<file path="config.mk">
export PLATFORM = sky130hd
export DESIGN_NAME = mipi_csi2_pkt_tx_flat
export DESIGN_NICKNAME = d
export VERILOG_FILES = /design/src/rtl/mipi_csi2_pkt_tx_if.sv /design/src/rtl/mipi_csi2_pkt_tx.sv /design/src/flat_wrapper.sv
export SDC_FILE = /design/constraint.sdc
export NUM_CORES = 1
export LEC_CHECK = 0
export ABC_CLOCK_PERIOD_IN_PS = 3000
export BUFFER_PORTS_ARGS = -buffer_cell sky130_fd_sc_hd__buf_4
export CORE_ASPECT_RATIO = 1.2
export CORE_UTILIZATION = 58
export CTS_CLUSTER_DIAMETER = 60
export CTS_CLUSTER_SIZE = 16
export DETAILED_ROUTE_END_ITERATION = 8
export PLACE_DENSITY = 0.88
export RECOVER_POWER = 50
export SLEW_MARGIN = 15
export SYNTH_ARGS = -nofsm -noshare
export SYNTH_HDL_FRONTEND = slang
export SYNTH_SLANG_ARGS = --single-unit
</file>
<file path="constraint.sdc">
create_clock -name clk -period 3 [get_ports clk]
set_clock_uncertainty 0.1 [all_clocks]
set_input_delay 0.9 -clock clk [delete_from_list [all_inputs] [get_ports clk]]
set_output_delay 0.9 -clock clk [all_outputs]
set_load 0.05 [all_outputs]
</file>
<file path="src/rtl/mipi_csi2_pkt_tx_if.sv">
// Request, payload and framed-byte streams of the CSI-2 byte-level packet transmitter.
// master is the transmitter itself; slave is the source/sink environment around it.
interface mipi_csi2_pkt_tx_if;
    logic        req_valid;
    logic        req_ready;
    logic [5:0]  req_dt;
    logic [1:0]  req_vc;
    logic [15:0] req_wc;
    logic        pl_valid;
    logic        pl_ready;
    logic [7:0]  pl_data;
    logic        tx_valid;
    logic        tx_ready;
    logic [7:0]  tx_data;
    logic        tx_sop;
    logic        tx_eop;

    modport master (
        input  req_valid, req_dt, req_vc, req_wc, pl_valid, pl_data, tx_ready,
        output req_ready, pl_ready, tx_valid, tx_data, tx_sop, tx_eop
    );

    modport slave (
        output req_valid, req_dt, req_vc, req_wc, pl_valid, pl_data, tx_ready,
        input  req_ready, pl_ready, tx_valid, tx_data, tx_sop, tx_eop
    );
endinterface

</file>
<file path="src/rtl/mipi_csi2_pkt_tx.sv">
// MIPI CSI-2 packet transmitter: frames a DT/VC/WC request and payload bytes into
// DI, WC, ECC, [payload, CRC16] on a registered byte stream with valid/ready flow control.
module mipi_csi2_pkt_tx #(
    parameter int          GAP_CYCLES = 2,
    parameter logic [15:0] MAX_WC     = 16'hFFFF
) (
    input  logic               clk,
    input  logic               rst,
    mipi_csi2_pkt_tx_if.master bus,
    output logic               busy,
    output logic               req_err,
    output logic [15:0]        pkt_cnt
);
    localparam int            GW       = $clog2(GAP_CYCLES + 2);
    localparam logic [GW-1:0] GAP_INIT = GW'(GAP_CYCLES);

    // Parity masks of the six ECC bits over the 24-bit header {WC, DI}.
    localparam logic [23:0] ECC_M0 = 24'hF12CB7;
    localparam logic [23:0] ECC_M1 = 24'hF2555B;
    localparam logic [23:0] ECC_M2 = 24'h749A6D;
    localparam logic [23:0] ECC_M3 = 24'hB8E38E;
    localparam logic [23:0] ECC_M4 = 24'hDF03F0;
    localparam logic [23:0] ECC_M5 = 24'hEFFC00;

    typedef enum logic [2:0] {S_IDLE, S_HDR, S_PAY, S_CRC, S_GAP} state_t;

    function automatic logic [7:0] hdr_ecc(input logic [23:0] d);
        return {2'b00, ^(d & ECC_M5), ^(d & ECC_M4), ^(d & ECC_M3),
                ^(d & ECC_M2), ^(d & ECC_M1), ^(d & ECC_M0)};
    endfunction

    function automatic logic [15:0] crc16_byte(input logic [15:0] crc_in, input logic [7:0] data);
        logic [15:0] c;
        c = crc_in;
        for (int i = 0; i < 8; i++) begin
            c = (c >> 1) ^ (((c[0] ^ data[i]) == 1'b1) ? 16'h8408 : 16'h0000);
        end
        return c;
    endfunction

    state_t          state, state_d;
    logic [5:0]      hdr_dt;
    logic [1:0]      hdr_vc;
    logic [15:0]     hdr_wc;
    logic [1:0]      beat_idx;
    logic [15:0]     pay_left;
    logic [GW-1:0]   gap_cnt;
    logic [15:0]     crc;

    logic            slot_free, accept, req_long, req_bad, pl_take, hdr_short;
    logic            ld, ld_sop, ld_eop, pkt_end;
    logic [7:0]      ld_data;
    logic [7:0]      ecc;

    // The output slot can take a new byte when empty or when its byte leaves this cycle.
    assign slot_free     = !bus.tx_valid || bus.tx_ready;
    assign bus.req_ready = !rst && (state == S_IDLE) && slot_free;
    assign bus.pl_ready  = !rst && (state == S_PAY) && slot_free;
    assign accept        = bus.req_valid && bus.req_ready;
    assign req_long      = bus.req_dt > 6'h0F;
    assign req_bad       = req_long && (bus.req_wc > MAX_WC);
    assign pl_take       = bus.pl_valid && bus.pl_ready;
    assign hdr_short     = hdr_dt <= 6'h0F;
    assign ecc           = hdr_ecc({hdr_wc, hdr_vc, hdr_dt});
    assign busy          = state != S_IDLE;

    always_ff @(posedge clk) begin
        // NOTE: sequential state uses non-blocking assignments so every register samples pre-edge values.
        if (rst) state <= S_IDLE;
        else     state <= state_d;
    end

    always_comb begin
        // NOTE: every output of this block gets a default first, so no path can infer a latch.
        state_d = state;
        ld      = 1'b0;
        ld_data = 8'h00;
        ld_sop  = 1'b0;
        ld_eop  = 1'b0;
        pkt_end = 1'b0;
        case (state)
            S_IDLE: begin
                if (accept && !req_bad) begin
                    ld      = 1'b1;
                    ld_data = {bus.req_vc, bus.req_dt};
                    ld_sop  = 1'b1;
                    state_d = S_HDR;
                end
            end
            S_HDR: begin
                if (slot_free) begin
                    ld = 1'b1;
                    case (beat_idx)
                        2'd1:    ld_data = hdr_wc[7:0];
                        2'd2:    ld_data = hdr_wc[15:8];
                        default: ld_data = ecc;
                    endcase
                    if (beat_idx == 2'd3) begin
                        if (hdr_short) begin
                            ld_eop  = 1'b1;
                            pkt_end = 1'b1;
                        end else if (hdr_wc == 16'd0) begin
                            state_d = S_CRC;
                        end else begin
                            state_d = S_PAY;
                        end
                    end
                end
            end
            S_PAY: begin
                if (pl_take) begin
                    ld      = 1'b1;
                    ld_data = bus.pl_data;
                    if (pay_left == 16'd1) state_d = S_CRC;
                end
            end
            S_CRC: begin
                if (slot_free) begin
                    ld = 1'b1;
                    if (beat_idx == 2'd0) begin
                        ld_data = crc[7:0];
                    end else begin
                        ld_data = crc[15:8];
                        ld_eop  = 1'b1;
                        pkt_end = 1'b1;
                    end
                end
            end
            S_GAP: begin
                // Countdown only runs once the eop byte has left the slot.
                if (slot_free && gap_cnt <= GW'(1)) state_d = S_IDLE;
            end
            default: state_d = S_IDLE;
        endcase
        if (pkt_end) state_d = (GAP_CYCLES == 0) ? S_IDLE : S_GAP;
    end

    always_ff @(posedge clk) begin
        if (rst) begin
            hdr_dt       <= '0;
            hdr_vc       <= '0;
            hdr_wc       <= '0;
            beat_idx     <= '0;
            pay_left     <= '0;
            gap_cnt      <= '0;
            crc          <= 16'hFFFF;
            req_err      <= 1'b0;
            pkt_cnt      <= '0;
            bus.tx_valid <= 1'b0;
            bus.tx_data  <= '0;
            bus.tx_sop   <= 1'b0;
            bus.tx_eop   <= 1'b0;
        end else begin
            req_err <= accept && req_bad;

            if (accept) begin
                hdr_dt <= bus.req_dt;
                hdr_vc <= bus.req_vc;
                hdr_wc <= bus.req_wc;
            end

            // Beat index counts bytes within HDR (DI already sent on accept) and within CRC.
            if (accept)  beat_idx <= 2'd1;
            else if (ld) beat_idx <= (state_d != state) ? 2'd0 : beat_idx + 2'd1;

            if (accept)       pay_left <= bus.req_wc;
            else if (pl_take) pay_left <= pay_left - 16'd1;

            if (accept)       crc <= 16'hFFFF;
            else if (pl_take) crc <= crc16_byte(crc, bus.pl_data);

            if (pkt_end)                        gap_cnt <= GAP_INIT;
            else if (state == S_GAP && slot_free) gap_cnt <= gap_cnt - GW'(1);

            if (slot_free) begin
                bus.tx_valid <= ld;
                bus.tx_data  <= ld_data;
                bus.tx_sop   <= ld_sop;
                bus.tx_eop   <= ld_eop;
            end

            if (bus.tx_valid && bus.tx_ready && bus.tx_eop) pkt_cnt <= pkt_cnt + 16'd1;
        end
    end
endmodule

</file>
<file path="src/flat_wrapper.sv">
// flat-port wrapper written by rule: the top's interface ports become plain ports
module mipi_csi2_pkt_tx_flat 
#(
    parameter int          GAP_CYCLES = 2,
    parameter logic [15:0] MAX_WC     = 16'hFFFF
)
  (clk, rst, busy, req_err, pkt_cnt, bus_req_valid, bus_req_dt, bus_req_vc, bus_req_wc, bus_pl_valid, bus_pl_data, bus_tx_ready, bus_req_ready, bus_pl_ready, bus_tx_valid, bus_tx_data, bus_tx_sop, bus_tx_eop);
  mipi_csi2_pkt_tx_if bus_i ();
  input  logic clk;
  input  logic rst;
  output logic busy;
  output logic req_err;
  output logic [15:0] pkt_cnt;
  input wire logic [$bits(bus_i.req_valid)-1:0] bus_req_valid;
  input wire logic [$bits(bus_i.req_dt)-1:0] bus_req_dt;
  input wire logic [$bits(bus_i.req_vc)-1:0] bus_req_vc;
  input wire logic [$bits(bus_i.req_wc)-1:0] bus_req_wc;
  input wire logic [$bits(bus_i.pl_valid)-1:0] bus_pl_valid;
  input wire logic [$bits(bus_i.pl_data)-1:0] bus_pl_data;
  input wire logic [$bits(bus_i.tx_ready)-1:0] bus_tx_ready;
  output wire logic [$bits(bus_i.req_ready)-1:0] bus_req_ready;
  output wire logic [$bits(bus_i.pl_ready)-1:0] bus_pl_ready;
  output wire logic [$bits(bus_i.tx_valid)-1:0] bus_tx_valid;
  output wire logic [$bits(bus_i.tx_data)-1:0] bus_tx_data;
  output wire logic [$bits(bus_i.tx_sop)-1:0] bus_tx_sop;
  output wire logic [$bits(bus_i.tx_eop)-1:0] bus_tx_eop;
  assign bus_i.req_valid = bus_req_valid;
  assign bus_i.req_dt = bus_req_dt;
  assign bus_i.req_vc = bus_req_vc;
  assign bus_i.req_wc = bus_req_wc;
  assign bus_i.pl_valid = bus_pl_valid;
  assign bus_i.pl_data = bus_pl_data;
  assign bus_i.tx_ready = bus_tx_ready;
  assign bus_req_ready = bus_i.req_ready;
  assign bus_pl_ready = bus_i.pl_ready;
  assign bus_tx_valid = bus_i.tx_valid;
  assign bus_tx_data = bus_i.tx_data;
  assign bus_tx_sop = bus_i.tx_sop;
  assign bus_tx_eop = bus_i.tx_eop;
  mipi_csi2_pkt_tx #(.GAP_CYCLES(GAP_CYCLES), .MAX_WC(MAX_WC)) u_core (.clk(clk), .rst(rst), .bus(bus_i), .busy(busy), .req_err(req_err), .pkt_cnt(pkt_cnt));
endmodule
</file>
-- After elaboration in Yosys (flattened, before gate mapping)
Index checks and enable logic that the tools add are counted.
- register bits after elaboration: 91
- input bits: 37
- $add $sub $neg: 4
- order comparisons: 4
- equality and inequality tests: 9
- muxes and demuxes: 42
- bitwise logic cells: 16
- reduce and logical (&&, ||, !) cells: 33
- operator list (operator ; number):
    $mux W16 ; 10
    $reduce_xor A24 Y1 ; 6
    $xor A15 B16 Y16 ; 8
    $pmux W8 S4 ; 1
    $mux W3 ; 8
    $mux W8 ; 3
    $add A16 B1 Y16 const B ; 1
    $eq A16 B1 Y1 const B ; 1
    $gt A16 B16 Y1 const B ; 1
    $logic_not A16 Y1 ; 1
    $pmux W8 S2 ; 1
    $sub A16 B1 Y16 const B ; 1
    $pmux W3 S5 ; 1
    $logic_and A1 B1 Y1 ; 13
    $mux W1 ; 12
    $xor A1 B1 Y1 ; 8
    $eq A3 B2 Y1 const B ; 2
    $gt A6 B4 Y1 const B ; 1
    $le A6 B4 Y1 const B ; 1
    $mux W2 ; 3
    $reduce_bool A2 Y1 ; 3
    $reduce_or A2 Y1 ; 3
    $eq A2 B2 Y1 const B ; 2
    $pmux W1 S2 ; 2
    other kinds (13) ; 15

-- Depth between registers and ports, before layout
- depth in word-level cells: 24
- mapped depth: 8
- mapped depth without buffers: 7

-- Least setup slack after synthesis
No wires, ideal clock.
- path kind: input-to-output
- start point: in bus_tx_ready
- end point: out bus_req_ready
- arrival time: 2.339 ns
- required time: 2.000 ns
- path slack: -0.339 ns
- stages on the path: 4
- path buffers: 1
- cell sequence: nand2b_1 > clkbuf_1 > nand2_1 > nor3_1
- longest elaborated chain between the ends: 2
- RTL lines (what ; RTL line ; text):
    start, declared ; flat_wrapper.sv:20 ; input wire logic [$bits(bus_i.tx_ready)-1:0] bus_tx_ready;
    $logic_or A1 B1 Y1 ; mipi_csi2_pkt_tx.sv:56 ; assign slot_free = !bus.tx_valid || bus.tx_ready;
    $logic_and A1 B1 Y1 ; mipi_csi2_pkt_tx.sv:57 ; assign bus.req_ready = !rst && (state == S_IDLE) && slot_free;
    end, declared ; flat_wrapper.sv:21 ; output wire logic [$bits(bus_i.req_ready)-1:0] bus_req_ready;
Every way passes these cells.

-- Worst setup path in the final report
- start point: in rst
- end point: out bus_pl_ready
- longest elaborated chain between the ends: 3
- RTL lines (what ; RTL line ; text):
    start, declared ; flat_wrapper.sv:10 ; input logic rst;
    $logic_not A1 Y1 ; mipi_csi2_pkt_tx.sv:58 ; assign bus.pl_ready = !rst && (state == S_PAY) && slot_free;
    $logic_and A1 B1 Y1 (2 in a row) ; mipi_csi2_pkt_tx.sv:58 ;
    end, declared ; flat_wrapper.sv:22 ; output wire logic [$bits(bus_i.pl_ready)-1:0] bus_pl_ready;
Every way passes these cells.

==> flow_metrics.tcl <==
set metrics [dict create \
    wl_met2_um 6280 \
    critPathCaptureType "primary output" \
    ios 68 \
    drive_gt1_share_pct 13.2 \
    power_leakage_nw 2.25 \
    grt_max_degree 49 \
    ys_top_cells_by_count "dfxtp_1 (90), nand2_1 (60), xnor2_1 (56)" \
    antenna_found_initial 0 \
    synthDominantCellAreaShare_pct 36.2 \
    ctsHoldBuffers 0 \
    max_slew_margin_pct 27.4 \
    clk_pin_slew_ns 0.08 \
    grt_pass1_wl_um 20600 \
    syn-num-nets 623 \
    crit_buf_inv 2 \
    hp-class "reg2reg" \
    synth_cells 569 \
    outcome "complete, no violations" \
    yosysMostFrequentCell "dfxtp_1" \
    finalSetupViolCount 0 \
    finalSetupTns_ns 0 \
    insertion_delay_ns 0.36 \
    cts_root_buffer "clkbuf_8" \
    cts_setup_buffers 0 \
    pre_cts_slack_ns 0.0646 \
    global_route.usage.total_pct 29.7 \
    power_per_cell_area_nw_per_um2 526 \
    arrival_ns 1.88 \
    place_congestion 0.886 \
    clock-sinks 90 \
    overflow 0 \
    grt_pass1_vias 4297 \
    post-route-period-util_pct 95.9 \
    htree_levels 3 \
    wl_per_cell_um 17.1 \
    drtPass1Iterations 5 \
    die_area_um2 8960 \
    initial_core_util_pct 60.4 \
    slew_viol_final 0 \
    via_count 4499 \
    areaGrowthSynthToFinish_pct 15.3 \
    drtAntennaViolNets 0 \
    crit_path_max_fanout 6 \
    period_needed_ns 2.88 \
    synthFlopType "dfxtp_1" \
    diodes 0 \
    die_w_um 86.6 \
    wl_met3_um 793 \
    drt_iter0_drc 390 \
    cpPeakStageDelay_ns 0.33 \
    wl_um 12700 \
    top_layer_used "met4" \
    fmaxAchievable_mhz 348 \
    dpl.hpwl_um 9370 \
    cp-start-kind "primary input" \
    path_cells "clkbuf_1 -> or2_1 -> nor3_2 -> and2_1 -> buf_4" \
    core_um2 8240 \
    die_height_um 103 \
    stdcell_area_um2 5740 \
    yosys.area.top_type "dfxtp_1" \
    tightest_slew_ns 1.09 \
    drt-vias-per-instance 6.05 \
    peakVddDrop_uv 318 \
    path_delay_family "simple AND/OR/NAND/NOR gates" \
    syn_area_um2 4980 \
    fin_nets 679 \
    critPathRequiredTime_ns 2.00 \
    path_class "in2out" \
    hold_viol 0 \
    synth_area_leaders "dfxtp_1 (36%), xnor2_1 (9.9%), nand2_1 (4.5%), ha_1 (4.3%), xor2_1 (4.0%)" \
    ys_seq_area_share_pct 36.2 \
    drc 0 \
    cp_slowest_cell "or2_1" \
    maxCapViolCount 0 \
    synth_edf_count 0 \
    rsz0062_at_grt "no" \
    ys_types 53 \
    cts_tree "done" \
    setup_ws_ns 0.123 \
    m1WireLength_um 5330 \
    ctsLongestPathBuffers 2 \
    port_buffers 66 \
    async_flop_share_pct 0 \
    syn_area_per_cell_um2 8.75 \
    ys_ff_latch 90 \
    synth_warnings 0 \
    dpl-instance-area_um2 5610 \
    rows 36 \
    numCtsBuffers 9 \
]
-- layout make-up --
| cell class | instances | area (um^2) |
|---|---|---|
| Clock buffer | 9 | 124 |
| Fill cell | 658 | 2500 |
| Timing Repair Buffer | 83 | 520 |
| Clock inverter | 7 | 116 |
| Sequential cell | 90 | 1800 |
| Tap cell | 114 | 143 |
| Inverter | 26 | 97.6 |
| Multi-Input combinational cell | 415 | 2940 |
-- metal layers --
layer / GRT usage [%] / up-vias
met2: 51.4 / 206
li1: - / 2119
met3: 5.00 / 33
met4: 12.1 / 0
met1: 36.9 / 2141
met5: 0 / -
-- what timing repair did --
action	in CTS	in global routing
gates resized for setup	0	1
setup endpoints to repair	0	1
endpoints found under the hold margin	0	0
-- worst paths after layout --
kind	start	endpoint	slack (ns)	cells after the start
setup / recovery	rst	bus_pl_ready	0.12	5
hold / removal	u_core.pay_left[13]	u_core.pay_left[13]	0.38	2
setup reg to reg	u_core.state[0]	u_core.pay_left[2]	0.30	6
hold reg to reg	u_core.pay_left[13]	u_core.pay_left[13]	0.38	2
-- state kept, by name, indices dropped and copies added, names as in the netlist --
register             flops
u_core.beat_idx          2
u_core.bus.tx_data       8
u_core.bus.tx_eop        1
u_core.bus.tx_sop        1
u_core.bus.tx_valid      1
u_core.crc              16
u_core.gap_cnt           2
u_core.hdr_dt            6
u_core.hdr_vc            2
u_core.hdr_wc           16
u_core.pay_left         16
u_core.pkt_cnt          16
u_core.state             3
-- cell families after synthesis --
| logic type | synth area share [%] |
|---|---|
| muxes | 2.59 |
| and+or+nand+nor | 17.3 |
| other | 0.0753 |
| DFF | 36.2 |
| AOI/OAI and AO/OA | 17.5 |
| buffers and inverters | 5.00 |
| xor gates and xnor gates | 17.1 |
| adders and majority gates | 4.27 |
-- stage by stage --
step	std cells	util (%)	power (mW)	hold slack [ns]
2_1_floorplan	569	-	1.85	0.352
3_3_place_gp	728	68.1	2.02	0.366
3_5_place_dp	728	68.1	2.04	0.371
4_1_cts	744	71.0	3.02	0.386
5_1_grt	744	69.6	3.13	0.406
6_report	744	69.6	3.02	0.382
-- cell usage in the layout, fill, tap and decap left out, types with 4 or more instances in the layout --
cell / instances
mux2i_1: 5
a22o_1: 18
o211ai_1: 15
a22oi_1: 10
a211oi_1: 4
a21oi_1: 32
dfxtp_1: 90
nand3_1: 17
ha_1: 17
buf_4: 51
clkbuf_8: 9
nand2_1: 60
xnor2_1: 56
nor2_1: 31
o221ai_1: 4
and3_1: 7
nor3b_1: 4
nor4_1: 5
a221oi_1: 8
nand4_1: 8
xor2_1: 23
mux2_2: 7
xnor3_1: 7
a31oi_1: 6
o21ai_0: 18
clkbuf_1: 30
inv_1: 26
nor3_1: 9
o31ai_1: 5
-- worst min-delay path, stage by stage, from the launching register on --
cell	delay (ns)
dfxtp_1	0.32
nand3_1	0.06
a21oi_1	0.06
-- power breakdown --
part	internal, mW	total (mW)	switching [mW]
Clock	0.553	0.997	0.443
Combinational	0.336	0.708	0.372
Sequential	1.25	1.31	0.0642
Total	2.14	3.02	0.880
No activity file was read; power rests on OpenSTA's default activity.
